$ cat src/rtl/tcam_match_resolver.sv
// tcam_match_resolver
// Captures a TCAM match vector and streams the indices of all set bits,
// lowest index first, over a valid/ready handshake. An empty capture gives
// a one-cycle no_match pulse instead.
// Optional feature macro: MATCH_COUNT_EN. When it is defined, match_count
// holds the popcount of the last accepted capture. When it is undefined,
// match_count is tied to 0.
module tcam_match_resolver #(
    parameter  int MEMORY_SIZE = 20,
    localparam int IDX_W       = $clog2(MEMORY_SIZE)
) (
    input  logic                   clk,
    input  logic                   reset,
    input  logic [MEMORY_SIZE-1:0] match_in,
    input  logic                   start,
    input  logic                   flush,
    output logic [IDX_W-1:0]       out_index,
    output logic                   out_valid,
    input  logic                   out_ready,
    output logic                   out_last,
    output logic                   no_match,
    output logic                   busy,
    output logic [IDX_W:0]         match_count
);

    typedef enum logic {
        S_IDLE = 1'b0,
        S_EMIT = 1'b1
    } state_t;

    state_t                 r_state;
    state_t                 w_state_next;
    logic [MEMORY_SIZE-1:0] r_pending;
    logic [MEMORY_SIZE-1:0] w_pending_next;
    logic                   r_no_match;
    logic                   w_no_match_next;

    logic [MEMORY_SIZE-1:0] w_capture;
    logic [IDX_W-1:0]       w_low_idx;
    logic                   w_one_left;
    logic                   w_accept_start;
    logic                   w_transfer;

    // Only a bit that is exactly 1 counts as a match; 0, X and Z are stored as 0.
    generate
        for (genvar gi = 0; gi < MEMORY_SIZE; gi++) begin : g_sanitize
            assign w_capture[gi] = (match_in[gi] === 1'b1);
        end
    endgenerate

    // Find the lowest set pending bit. The loop runs downward so that the lowest index is assigned last and wins.
    always_comb begin
        w_low_idx = '0;
        for (int i = MEMORY_SIZE - 1; i >= 0; i--) begin
            if (r_pending[i]) begin
                w_low_idx = IDX_W'(i);
            end
        end
    end

    // Exactly one bit is left when the vector is nonzero and clearing its lowest set bit leaves zero.
    assign w_one_left = (r_pending != '0) &&
                        ((r_pending & (r_pending - MEMORY_SIZE'(1))) == '0);

    assign w_accept_start = (r_state == S_IDLE) && start && !flush;
    assign w_transfer     = (r_state == S_EMIT) && out_ready;

    // State, pending and no_match registers, cleared asynchronously by an active-low reset.
    always_ff @(posedge clk or negedge reset) begin
        if (!reset) begin
            r_state    <= S_IDLE;
            r_pending  <= '0;
            r_no_match <= 1'b0;
        end else begin
            r_state    <= w_state_next;
            r_pending  <= w_pending_next;
            r_no_match <= w_no_match_next;
        end
    end

    // Next-state logic. flush overrides both start and a transfer in the same cycle.
    always_comb begin
        w_state_next    = r_state;
        w_pending_next  = r_pending;
        w_no_match_next = 1'b0;
        if (flush) begin
            w_state_next   = S_IDLE;
            w_pending_next = '0;
        end else begin
            case (r_state)
                S_IDLE: begin
                    if (start) begin
                        w_pending_next = w_capture;
                        if (w_capture != '0) begin
                            w_state_next = S_EMIT;
                        end else begin
                            w_no_match_next = 1'b1;
                        end
                    end
                end
                S_EMIT: begin
                    if (w_transfer) begin
                        // Remove the lowest set bit, which is the index being accepted.
                        w_pending_next = r_pending & (r_pending - MEMORY_SIZE'(1));
                        if (w_one_left) begin
                            w_state_next = S_IDLE;
                        end
                    end
                end
                default: begin
                    w_state_next   = S_IDLE;
                    w_pending_next = '0;
                end
            endcase
        end
    end

    assign out_valid = (r_state == S_EMIT);
    assign busy      = (r_state == S_EMIT);
    assign out_index = out_valid ? w_low_idx : '0;
    assign out_last  = out_valid ? w_one_left : 1'b0;
    assign no_match  = r_no_match;

`ifdef MATCH_COUNT_EN
    logic [IDX_W:0] r_match_count;
    logic [IDX_W:0] w_popcount;

    // Count the set bits of the sanitized capture vector.
    always_comb begin
        w_popcount = '0;
        for (int i = 0; i < MEMORY_SIZE; i++) begin
            w_popcount = w_popcount + (IDX_W + 1)'(w_capture[i]);
        end
    end

    // Keep the popcount of the last accepted start. Only reset clears it; flush does not.
    always_ff @(posedge clk or negedge reset) begin
        if (!reset) begin
            r_match_count <= '0;
        end else if (w_accept_start) begin
            r_match_count <= w_popcount;
        end
    end

    assign match_count = r_match_count;
`else
    assign match_count = '0;
`endif

endmodule

$ cat config.mk
export PLATFORM = sky130hd
export DESIGN_NAME = tcam_match_resolver
export DESIGN_NICKNAME = d
export VERILOG_FILES = /design/src/rtl/tcam_match_resolver.sv
export SDC_FILE = /design/constraint.sdc
export NUM_CORES = 1
export LEC_CHECK = 0
export CAP_MARGIN = 5
export CORE_ASPECT_RATIO = 2
export CORE_UTILIZATION = 41
export CTS_CLUSTER_DIAMETER = 40
export DETAILED_ROUTE_END_ITERATION = 10
export MAX_ROUTING_LAYER = met4
export PLACE_DENSITY_LB_ADDON = 0.2
export SLEW_MARGIN = 40
export SYNTH_ARGS = -nofsm -noshare
export SYNTH_HDL_FRONTEND = slang
export SYNTH_SLANG_ARGS = --single-unit
export TNS_END_PERCENT = 30
$ cat constraint.sdc
create_clock -name clk -period 2.7 [get_ports clk]
set_input_delay 0.54 -clock clk [delete_from_list [all_inputs] [get_ports clk]]
set_output_delay 0.54 -clock clk [all_outputs]
set_load 0.02 [all_outputs]
==> flow_metrics.py <==
metrics = {
    "global_route": {
        "busiest_layer": "met2",
        "grt_pass1_vias": 1860,
        "grt_max_degree": 23,
        "grtUsageMet1": 0.308,
        "grt.total_usage": 0.292,
        "grt_pass1_wl_mm": 8.74,
        "antenna_found_initial": 0,
        "grt_remaining_overflow": 0,
        "grt_use_met3": 0.0280,
        "grt_use_met2": 0.473,
    },
    "clock_network": {
        "tritoncts": "done",
        "cts_max_level": 1,
        "clock_latency_ns": 0.27,
        "clk_pin_slew_ns": 0.08,
        "clockBufferDepth": 2,
        "cts.sinks": 22,
        "cts_root_buf": "clkbuf_8",
        "numCtsBuffers": 3,
    },
    "setup_path": {
        "critical_path_class": "reg -> out",
        "worstPathArrival_ns": 2.39,
        "r2r_slack_ns": -0.05,
        "cp_max_fo": 3,
        "r2r_cells": 19,
        "r2r_start": "r_pending[6]",
        "endpoint_kind": "output pin",
        "required_ns": 2.16,
        "start_kind": "flop",
        "worstReg2RegEnd": "r_pending[17]",
    },
    "sta": {
        "setup_tns_ns": -0.286,
        "hold-worst-slack_ns": 0.579,
        "report.final.slew_viol_count": 0,
        "post-route-min-period_ns": 2.93,
        "max_freq_ghz": 0.341,
        "rsz0062_at_grt": "yes",
        "relSlewSlack": 0.578,
        "hold_viol": 0,
        "skew_ns": 0.00291,
        "worst_pin_slew_ns": 0.632,
        "worst_slack_ns": -0.234,
        "finalCritPeriodShare": 1.09,
        "setup_viol": 2,
    },
    "cells_and_area": {
        "fillers": 326,
        "seq_area_um2": 552,
        "antenna_cells": 0,
        "finalNonFillerCells": 328,
        "multiInputGateArea_um2": 1060,
        "area_delta_synth_final_pct": 55.8,
        "drive_above_1_share": 0.314,
        "layout.nets": 304,
        "final_common_cell": "buf_4",
        "mostFrequentLayoutCells": "buf_4, clkdlybuf4s50_1, dfrtp_1",
    },
    "place": {
        "gp_congestion": 1.02,
        "placed_cells": 304,
        "hpwlAfterDp_mm": 4.02,
        "port_buffers": 33,
    },
    "floorplanning": {
        "die_w_um": 46.5,
        "initial_core_util": 0.426,
        "rows": 32,
        "core_um2": 3800,
        "die_y_um": 90.9,
        "die-area_um2": 4220,
        "ioPinCount": 40,
    },
    "yosys": {
        "synth-seq-area-share": 0.340,
        "yosysWarnings": 0,
        "postSynthCellCount": 199,
        "synth-edff-count": 0,
        "synth.avg_cell_area_um2": 8.14,
        "ys_types": 43,
        "synthesis.area_um2": 1620,
        "synth_top_cell_area_share": 0.340,
        "synth_top_area_cell": "dfrtp_1",
        "yosys_register_bits": 22,
        "synth_ff_type": "dfrtp_1",
        "synthArstFlopShare": 1.00,
        "synth_area_leaders": "dfrtp_1, o21ai_0, a22o_1",
    },
    "route": {
        "detail_route.vias_per_cell": 5.75,
        "vias": 1887,
        "wl_per_cell_um": 18.1,
        "final_antenna_net_count": 0,
        "drt_iter0_markers": 80,
        "wl_mm": 5.95,
        "drcViolationCount": 0,
        "dr.pass1.iters": 4,
    },
    "pwr": {
        "peakVddDrop_mv": 0.358,
        "power.density_nw_per_um2": 484,
        "power_leakage_nw": 1.13,
        "p_total_w": 0.00122,
    },
    "flow_run": {
        "maxCapViolations": 0,
    },
    "hold_path": {
        "whs_path_depth": 2,
        "holdPathEnd": "r_pending[19]",
        "min-delay-start": "r_pending[19]",
        "hold_path.class": "reg -> reg",
    },
    "status": {
        "status": "complete, but fails checks",
        "violations": "negative setup slack",
    },
}
cell usage after synthesis, types with 2 or more instances:
cell type  number
nor4_1          9
dfrtp_1        22
a211o_1         2
a22o_1         11
inv_1           7
nand3_1         2
o211ai_1        3
nand2_1        20
nand2b_1        5
nor4_4          2
and2_1          4
a21o_1          2
clkbuf_1       10
buf_4           8
o21ai_0        21
o31ai_1         3
nor3_1          4
a31oi_1         4
nor4_2          2
a21oi_1        10
a32o_1          2
a211oi_1        3
o21a_1          2
and3_1          3
nor2_1         19
buf_2           2
metal layers:
metal	up-vias	part of all wire	routed length, um
li1	879	-	-
met1	921	0.37	2210
met2	64	0.54	3200
met3	23	0.029	174
met4	0	0.061	361
met5	-	0	0
critical path, stage by stage (launching register included):
cell,delay [ns]
dfrtp_1,0.40
nor4_2,0.27
buf_4,0.16
nand2_2,0.09
buf_4,0.17
nor4_4,0.28
o21ai_2,0.11
nor4_4,0.34
and2_1,0.19
buf_6,0.12
worst max path at each step:
stage,startpoint,end,slack [ns],cells after the start
after floorplan,r_pending[6],out_last,0.12,6
after global placement,r_pending[6],out_last,-0.46,8
after detailed placement,r_pending[6],out_last,-0.46,8
after CTS,r_pending[2],out_last,-0.22,8
after global routing,r_pending[12],out_last,-0.33,9
final,r_pending[12],out_last,-0.23,9
metrics by stage:
stage	area, um2	util	worst slack, ns
final	2520	0.663	-0.234
after global routing	2520	0.663	-0.326
after CTS	2400	0.631	-0.218
after detailed placement	2190	0.576	-0.459
after global placement	2190	0.576	-0.456
after floorplan	1640	-	0.124
power by group:
part | internal [W] | total [W] | switching (W)
sequential | 0.000355 | 0.000391 | 0.0000362
clock | 0.0000998 | 0.000210 | 0.000110
combinational | 0.000314 | 0.000619 | 0.000305
registers in the layout, summed over array words and instances, names as in the netlist:
register / flops
busy: 1
r_pending: 20
no_match: 1
area by class of cell:
class,instances,share of cell area
clock buffer,3,0.0164
inverter,7,0.0104
multi-input combinational,154,0.418
sequential,22,0.219
tap,51,0.0253
timing repair buffer,91,0.311
cells by family after synthesis:
family          synth area share
simple gates               0.256
compound gates             0.306
buf+inv                   0.0896
flops                      0.340
mux                      0.00695
other cells              0.00231
timing repair:
item,CTS,global route
buffers inserted,17,5
resized for setup,18,27
hold buffers,0,0
pin swaps,8,12
endpoints found under the setup margin,4,5
No activity file was read; power rests on OpenSTA's default activity.
